--- src/rtl/bus_pkg.sv ---
// Shared datapath bus constants: widths and bus-source indices
// used by the bus multiplexer and the destination register bank.
package bus_pkg;

    localparam int WIDTH       = 32;
    localparam int SEL_W       = 5;
    localparam int NUM_GPR     = 16;
    localparam int NUM_SOURCES = 25;

    localparam logic [SEL_W-1:0] SEL_R0     = 5'd0;
    localparam logic [SEL_W-1:0] SEL_R1     = 5'd1;
    localparam logic [SEL_W-1:0] SEL_R2     = 5'd2;
    localparam logic [SEL_W-1:0] SEL_R3     = 5'd3;
    localparam logic [SEL_W-1:0] SEL_R4     = 5'd4;
    localparam logic [SEL_W-1:0] SEL_R5     = 5'd5;
    localparam logic [SEL_W-1:0] SEL_R6     = 5'd6;
    localparam logic [SEL_W-1:0] SEL_R7     = 5'd7;
    localparam logic [SEL_W-1:0] SEL_R8     = 5'd8;
    localparam logic [SEL_W-1:0] SEL_R9     = 5'd9;
    localparam logic [SEL_W-1:0] SEL_R10    = 5'd10;
    localparam logic [SEL_W-1:0] SEL_R11    = 5'd11;
    localparam logic [SEL_W-1:0] SEL_R12    = 5'd12;
    localparam logic [SEL_W-1:0] SEL_R13    = 5'd13;
    localparam logic [SEL_W-1:0] SEL_R14    = 5'd14;
    localparam logic [SEL_W-1:0] SEL_R15    = 5'd15;
    localparam logic [SEL_W-1:0] SEL_HI     = 5'd16;
    localparam logic [SEL_W-1:0] SEL_LO     = 5'd17;
    localparam logic [SEL_W-1:0] SEL_Y      = 5'd18;
    localparam logic [SEL_W-1:0] SEL_ZHIGH  = 5'd19;
    localparam logic [SEL_W-1:0] SEL_ZLOW   = 5'd20;
    localparam logic [SEL_W-1:0] SEL_PC     = 5'd21;
    localparam logic [SEL_W-1:0] SEL_MDR    = 5'd22;
    localparam logic [SEL_W-1:0] SEL_INPORT = 5'd23;
    localparam logic [SEL_W-1:0] SEL_CSIGN  = 5'd24;
    localparam logic [SEL_W-1:0] SEL_NONE   = 5'd31;

endpackage

--- src/rtl/bus_dest_bank_if.sv ---
// Load-enable / register-value bundle between control, bus mux
// and the destination register bank.
interface bus_dest_bank_if;
    import bus_pkg::*;

    logic [WIDTH-1:0]         bus_in;
    logic [2*WIDTH-1:0]       alu_result;
    logic [NUM_GPR-1:0]       r_in;
    logic                     hi_in;
    logic                     lo_in;
    logic                     y_in;
    logic                     pc_in;
    logic                     z_in;
    logic                     pc_inc;
    logic [NUM_SOURCES-1:0]   out_en;

    logic [NUM_GPR*WIDTH-1:0] gpr_q;
    logic [WIDTH-1:0]         hi_q;
    logic [WIDTH-1:0]         lo_q;
    logic [WIDTH-1:0]         y_q;
    logic [WIDTH-1:0]         pc_q;
    logic [WIDTH-1:0]         zhigh_q;
    logic [WIDTH-1:0]         zlow_q;
    logic [SEL_W-1:0]         bus_select;
    logic                     multi_drive;

    modport master (
        output bus_in, alu_result, r_in,
        output hi_in, lo_in, y_in, pc_in, z_in, pc_inc,
        output out_en,
        input  gpr_q, hi_q, lo_q, y_q, pc_q,
        input  zhigh_q, zlow_q, bus_select, multi_drive
    );

    modport slave (
        input  bus_in, alu_result, r_in,
        input  hi_in, lo_in, y_in, pc_in, z_in, pc_inc,
        input  out_en,
        output gpr_q, hi_q, lo_q, y_q, pc_q,
        output zhigh_q, zlow_q, bus_select, multi_drive
    );

endinterface

--- src/rtl/bus_select_encoder.sv ---
// Lowest-index-wins encoder from one-hot out enables to the bus
// source select, plus a combinational "more than one driver" flag.
module bus_select_encoder
    import bus_pkg::*;
(
    input  logic [NUM_SOURCES-1:0] i_out_en,
    output logic [SEL_W-1:0]       o_sel,
    output logic                   o_multi_hot
);

    logic [NUM_SOURCES-1:0] w_rest;

    // Scanning downward lets the lowest set bit land last.
    always_comb begin
        o_sel = SEL_NONE;
        for (int k = NUM_SOURCES - 1; k >= 0; k--) begin
            if (i_out_en[k]) begin
                o_sel = SEL_W'(k);
            end
        end
    end

    // Clearing the lowest set bit leaves something only if multi-hot.
    assign w_rest      = i_out_en & (i_out_en - NUM_SOURCES'(1));
    assign o_multi_hot = |w_rest;

endmodule

--- src/rtl/bus_dest_bank.sv ---
// Bus destination register bank: R0-R15, HI, LO, Y, PC, Z plus select
// encoding and sticky multi-driver flag. Option: BANK_R0_ZERO_EN.
module bus_dest_bank #(
    parameter int WIDTH   = 32,
    parameter int NUM_GPR = 16
) (
    input  logic           clock,
    input  logic           clear_n,
    bus_dest_bank_if.slave dbus
);
    import bus_pkg::*;

    logic [WIDTH-1:0]         r_gpr [NUM_GPR];
    logic [WIDTH-1:0]         r_hi;
    logic [WIDTH-1:0]         r_lo;
    logic [WIDTH-1:0]         r_y;
    logic [WIDTH-1:0]         r_pc;
    logic [WIDTH-1:0]         r_zhigh;
    logic [WIDTH-1:0]         r_zlow;
    logic                     r_multi;

    logic [NUM_GPR-1:0]       w_gpr_ld;
    logic [NUM_GPR*WIDTH-1:0] w_gpr_q;
    logic [SEL_W-1:0]         w_sel;
    logic                     w_multi_hot;

`ifdef BANK_R0_ZERO_EN
    assign w_gpr_ld = dbus.r_in & {{(NUM_GPR-1){1'b1}}, 1'b0};
`else
    assign w_gpr_ld = dbus.r_in;
`endif

    bus_select_encoder u_enc (
        .i_out_en    (dbus.out_en),
        .o_sel       (w_sel),
        .o_multi_hot (w_multi_hot)
    );

    always_ff @(posedge clock) begin
        if (!clear_n) begin
            for (int n = 0; n < NUM_GPR; n++) begin
                r_gpr[n] <= '0;
            end
            r_hi    <= '0;
            r_lo    <= '0;
            r_y     <= '0;
            r_pc    <= '0;
            r_zhigh <= '0;
            r_zlow  <= '0;
            r_multi <= 1'b0;
        end else begin
            for (int n = 0; n < NUM_GPR; n++) begin
                if (w_gpr_ld[n]) begin
                    r_gpr[n] <= dbus.bus_in;
                end
            end
            if (dbus.hi_in) begin
                r_hi <= dbus.bus_in;
            end
            if (dbus.lo_in) begin
                r_lo <= dbus.bus_in;
            end
            if (dbus.y_in) begin
                r_y <= dbus.bus_in;
            end
            if (dbus.z_in) begin
                r_zhigh <= dbus.alu_result[2*WIDTH-1:WIDTH];
                r_zlow  <= dbus.alu_result[WIDTH-1:0];
            end
            // A bus load outranks the increment.
            if (dbus.pc_in) begin
                r_pc <= dbus.bus_in;
            end else if (dbus.pc_inc) begin
                r_pc <= r_pc + WIDTH'(1);
            end
            if (w_multi_hot) begin
                r_multi <= 1'b1;
            end
        end
    end

    always_comb begin
        w_gpr_q = '0;
        for (int n = 0; n < NUM_GPR; n++) begin
            w_gpr_q[n*WIDTH +: WIDTH] = r_gpr[n];
        end
`ifdef BANK_R0_ZERO_EN
        w_gpr_q[WIDTH-1:0] = '0;
`endif
    end

    assign dbus.gpr_q       = w_gpr_q;
    assign dbus.hi_q        = r_hi;
    assign dbus.lo_q        = r_lo;
    assign dbus.y_q         = r_y;
    assign dbus.pc_q        = r_pc;
    assign dbus.zhigh_q     = r_zhigh;
    assign dbus.zlow_q      = r_zlow;
    assign dbus.bus_select  = w_sel;
    assign dbus.multi_drive = r_multi;

endmodule

--- src/flat_wrapper.sv ---
// flat-port wrapper written by rule: the top's interface ports become plain ports
module bus_dest_bank_flat import bus_pkg::*;
#(
    parameter int WIDTH   = 32,
    parameter int NUM_GPR = 16
)
  (clock, clear_n, dbus_bus_in, dbus_alu_result, dbus_r_in, dbus_hi_in, dbus_lo_in, dbus_y_in, dbus_pc_in, dbus_z_in, dbus_pc_inc, dbus_out_en, dbus_gpr_q, dbus_hi_q, dbus_lo_q, dbus_y_q, dbus_pc_q, dbus_zhigh_q, dbus_zlow_q, dbus_bus_select, dbus_multi_drive);
  bus_dest_bank_if dbus_i ();
  input  logic clock;
  input  logic clear_n;
  input wire logic [$bits(dbus_i.bus_in)-1:0] dbus_bus_in;
  input wire logic [$bits(dbus_i.alu_result)-1:0] dbus_alu_result;
  input wire logic [$bits(dbus_i.r_in)-1:0] dbus_r_in;
  input wire logic [$bits(dbus_i.hi_in)-1:0] dbus_hi_in;
  input wire logic [$bits(dbus_i.lo_in)-1:0] dbus_lo_in;
  input wire logic [$bits(dbus_i.y_in)-1:0] dbus_y_in;
  input wire logic [$bits(dbus_i.pc_in)-1:0] dbus_pc_in;
  input wire logic [$bits(dbus_i.z_in)-1:0] dbus_z_in;
  input wire logic [$bits(dbus_i.pc_inc)-1:0] dbus_pc_inc;
  input wire logic [$bits(dbus_i.out_en)-1:0] dbus_out_en;
  output wire logic [$bits(dbus_i.gpr_q)-1:0] dbus_gpr_q;
  output wire logic [$bits(dbus_i.hi_q)-1:0] dbus_hi_q;
  output wire logic [$bits(dbus_i.lo_q)-1:0] dbus_lo_q;
  output wire logic [$bits(dbus_i.y_q)-1:0] dbus_y_q;
  output wire logic [$bits(dbus_i.pc_q)-1:0] dbus_pc_q;
  output wire logic [$bits(dbus_i.zhigh_q)-1:0] dbus_zhigh_q;
  output wire logic [$bits(dbus_i.zlow_q)-1:0] dbus_zlow_q;
  output wire logic [$bits(dbus_i.bus_select)-1:0] dbus_bus_select;
  output wire logic [$bits(dbus_i.multi_drive)-1:0] dbus_multi_drive;
  assign dbus_i.bus_in = dbus_bus_in;
  assign dbus_i.alu_result = dbus_alu_result;
  assign dbus_i.r_in = dbus_r_in;
  assign dbus_i.hi_in = dbus_hi_in;
  assign dbus_i.lo_in = dbus_lo_in;
  assign dbus_i.y_in = dbus_y_in;
  assign dbus_i.pc_in = dbus_pc_in;
  assign dbus_i.z_in = dbus_z_in;
  assign dbus_i.pc_inc = dbus_pc_inc;
  assign dbus_i.out_en = dbus_out_en;
  assign dbus_gpr_q = dbus_i.gpr_q;
  assign dbus_hi_q = dbus_i.hi_q;
  assign dbus_lo_q = dbus_i.lo_q;
  assign dbus_y_q = dbus_i.y_q;
  assign dbus_pc_q = dbus_i.pc_q;
  assign dbus_zhigh_q = dbus_i.zhigh_q;
  assign dbus_zlow_q = dbus_i.zlow_q;
  assign dbus_bus_select = dbus_i.bus_select;
  assign dbus_multi_drive = dbus_i.multi_drive;
  bus_dest_bank #(.WIDTH(WIDTH), .NUM_GPR(NUM_GPR)) u_core (.clock(clock), .clear_n(clear_n), .dbus(dbus_i));
endmodule
--- config.mk ---
export PLATFORM = sky130hd
export DESIGN_NAME = bus_dest_bank_flat
export DESIGN_NICKNAME = d
export VERILOG_FILES = /design/src/rtl/bus_pkg.sv /design/src/rtl/bus_dest_bank_if.sv /design/src/rtl/bus_select_encoder.sv /design/src/rtl/bus_dest_bank.sv /design/src/flat_wrapper.sv
export SDC_FILE = /design/constraint.sdc
export NUM_CORES = 1
export LEC_CHECK = 0
export ABC_AREA = 1
export BUFFER_PORTS_ARGS = -buffer_cell sky130_fd_sc_hd__buf_4
export CORE_AREA = 5 5 325 327
export CTS_CLUSTER_SIZE = 40
export DETAILED_ROUTE_END_ITERATION = 16
export DIE_AREA = 0 0 330 332
export PLACE_DENSITY_LB_ADDON = 0.15
export SYNTH_ARGS = -nofsm -noshare
export SYNTH_HDL_FRONTEND = slang
export SYNTH_SLANG_ARGS = --single-unit
--- constraint.sdc ---
create_clock -name clock -period 2.5 [get_ports clock]
set_input_delay 0.125 -clock clock [delete_from_list [all_inputs] [get_ports clock]]
set_output_delay 0.125 -clock clock [all_outputs]
set_load 0.1 [all_outputs]
==> qor.yml <==
setup_violations: 0
intPower_mw: 22.6
io_buffer_count: 854
period_share: 0.881
synth_area_um2: 25000
worstPathMaxFanout: 3
vias: 19200
crit_top_cell: "nand2_1"
irDropWorstVdd_uv: 552
htreeDepth: 3
grt_setup_unrepaired: "no"
die-width_um: 330
pwr-share-seq: 0.381
synthArstFlopShare: 0
power.share.clock: 0.338
r2r_slack_ps: 450
crit_required_ps: 2380
fmax_mhz: 454
ys_seq_area_frac: 0.770
grt_first_pass_wirelength_mm: 147
switching_share: 0.380
use_met1: 0.209
syn_inst: 2019
post-route-util: 0.364
start_util: 0.244
end_kind: "primary output"
fp.dieH_um: 332
synth.top_cell.area_share: 0.615
p_per_area_nw_per_um2: 978
num_rows: 118
die_area_um2: 110000
critical_path_arrival_ps: 2080
switchingPower_mw: 13.9
p_leak_nw: 16.2
drc: 0
synth.largest_area_cell: "edfxtp_1"
fillers: 10200
r2r_end: "u_core.dbus.pc_q[28]$_SDFFE_PN0P_"
synth_area_leaders: "edfxtp_1 (62%), dfxtp_1 (15%), nor2_1 (7.1%), o21ai_0 (3.5%), nand2_1 (2.5%)"
synth_nets: 2165
yosysWarnings: 0
synth_fa_ha_area_frac: 0.000501
synth_top_family_by_area: "simple AND/OR/NAND/NOR gates"
synth-xor-area-share: 0.00911
tritoncts: "yes"
power_frac_comb: 0.281
synth_mux_area_frac: 0
cts.sinks: 705
grt_usage: 0.186
grt_max_degree: 201
postRouteAntennaNets: 0
fin_setup_tns_ps: 0
clk_latency_ps: 640
r2r_start: "u_core.dbus.pc_q[0]$_SDFFE_PN0P_"
crit_path_end: "dbus_bus_select[0]"
synth_edf_count: 512
synth-main-ff-cell: "edfxtp_1"
timing.final.crit_period_ps: 2200
grt_use_met2: 0.336
fin_nets: 3160
io_pins: 855
drive_gt1_frac: 0.350
core_um2: 103000
cap_violations: 0
gp_congestion: 0.811
hold_class: "in2reg"
critPathLaunchType: "primary input"
critical_path.max_stage_delay_ps: 530
path_cells: "dlygate4sd3_1 -> buf_4 -> inv_1 -> nand2_1 -> nand2_1 -> nand2_1 -> nand2_1 -> nand2_1 -> nand2_1 -> nand2_1 -> nand2_1 -> nand2_1 -> nand2_1 -> nand2_1 -> nand2_1 -> nand2_1 -> nand2_1 -> nand2_1 -> nand2_1 -> nand2_1 -> nand2_1 -> a21oi_2 -> buf_4"
first_global_vias: 19600
grtUsageMet3: 0.0585
hpwl_mm: 75.3
synth_cell_type_count: 41
relSlewSlack: 0.319
detail_route.wl_per_cell_um: 23.8
antenna_found_initial: 4
reg2regPathDepth: 12
root_buffer: "clkbuf_16"
status: "finished clean"
via_per_inst: 4.31
synth_simple_gate_area_frac: 0.115
critPathKind: "in2out"
hold_viol_final: 0
critical_path.startpoint: "dbus_out_en[19]"
seq_area_um2: 19200
hold-worst-slack_ps: 43.8
multiInputGateArea_um2: 4830
drtIter0Drc: 1277
final_common_cell: "buf_4"
wirelength_mm: 106
worstMarginPinSlew_ps: 1020
synth.avg_cell_area_um2: 12.4
slew_violations: 0
grt.busiest_layer: "met2"
most-common-layout-cells: "buf_4 (892), edfxtp_1 (512), nor2_1 (476)"
ys_seq_elements: 705
syn2layout_area_growth_pct: 49.3
overflow: 0
fin_skew_ps: 25.6
cp_slowest_cell: "dlygate4sd3_1"
synth_compound_area_frac: 0.0679
first_pass_iters: 5
clkTransAtPathRegs_ps: 50
numCtsBuffers: 83
clk_path_buf_depth: 3
==> power groups by stage <==
stage	logic, mW	clock network [mW]	registers, mW
6_report	10.2	12.3	13.9
2_1_floorplan	0.791	0	20.9
4_1_cts	10.3	12.7	13.9
3_3_place_gp	10.1	0	14.2
3_5_place_dp	10.1	0	14.2
5_1_grt	10.5	13.2	14.0
==> stage by stage <==
| stage | setup slack (ps) | cell area, µm² | std cells | total power, mW |
|---|---|---|---|---|
| 2_1_floorplan | 12.2 | 25000 | 2019 | 21.7 |
| 3_3_place_gp | 503 | 33200 | 4171 | 24.3 |
| 3_5_place_dp | 463 | 33200 | 4171 | 24.3 |
| 4_1_cts | 286 | 37300 | 4462 | 37.0 |
| 5_1_grt | 102 | 37300 | 4464 | 37.8 |
| 6_report | 297 | 37300 | 4466 | 36.5 |
==> synth_stat cells (2+ instances only) <==
library cell / count
nor3_2: 3
nor2_1: 476
dfxtp_1: 193
nand3_1: 16
nor4_1: 2
o21ai_0: 177
nand2_2: 3
a21oi_1: 113
nor2_4: 2
inv_1: 112
nand2_1: 168
nand3_2: 2
edfxtp_1: 512
clkbuf_1: 126
inv_2: 7
or2_2: 16
nor2_2: 5
nor3_1: 8
nand4_1: 4
xnor2_1: 9
xor2_1: 17
o31ai_1: 3
a31oi_1: 24
buf_1: 4
==> critical path: cells and delay by family <==
family	cells	cell delay, ps
compound gates	1	110
buf+inv	4	960
simple gates	18	870
==> sequential cells by signal, indices dropped and copies added (netlist names) <==
register / cells
u_core.r_gpr: 512
u_core.dbus.lo_q: 32
u_core.dbus.y_q: 32
u_core.dbus.pc_q: 32
u_core.dbus.zlow_q: 32
u_core.dbus.multi_drive: 1
u_core.dbus.hi_q: 32
u_core.dbus.zhigh_q: 32
==> area by class of cell <==
cell class,instances,area share
timing repair buffer,1041,0.222
clock inverter,42,0.0122
sequential,705,0.516
clock buffer,111,0.0623
multi-input combinational,1064,0.129
inverter,119,0.0120
antenna,4,0.000268
tap,1380,0.0463
==> worst min-delay path by stage <==
stage | slack, ps | end | from | cells after the start
3_3_place_gp | 350 | u_core.dbus.zlow_q[19]$_SDFFE_PN0P_ | dbus_alu_result[19] | 3
6_report | 40 | u_core.dbus.hi_q[2]$_SDFFE_PN0P_ | dbus_hi_in | 2
3_5_place_dp | 350 | u_core.dbus.zhigh_q[13]$_SDFFE_PN0P_ | dbus_alu_result[45] | 3
4_1_cts | 2 | u_core.dbus.zhigh_q[26]$_SDFFE_PN0P_ | dbus_z_in | 4
5_1_grt | 40 | u_core.dbus.hi_q[11]$_SDFFE_PN0P_ | dbus_hi_in | 2
2_1_floorplan | 260 | u_core.dbus.zhigh_q[0]$_SDFFE_PN0P_ | dbus_alu_result[32] | 2
==> metal layers <==
metal / share of wire / vias up
li1: - / 8874
met1: 0.37 / 9513
met2: 0.52 / 740
met3: 0.082 / 119
met4: 0.027 / 0
met5: 0 / -
==> repair_timing <==
item / in CTS / in global routing
hold endpoints to repair: 345 / 0
buffers inserted: 0 / 0
hold buffers: 138 / 0
gates resized for setup: 0 / 0
==> cell families (layout without fill, tap and decap cells) <==
| logic type | after synthesis | after routing |
|---|---|---|
| AND/OR/NAND/NOR | 711 | 711 |
| flip-flops | 705 | 705 |
| AO/OA/AOI/OAI | 326 | 326 |
| buffers and inverters | 250 | 1313 |
| XOR/XNOR | 26 | 26 |
| adder cells (fa/ha/maj) | 1 | 1 |
| other | 0 | 4 |
Power figures use the tool's default switching activity.
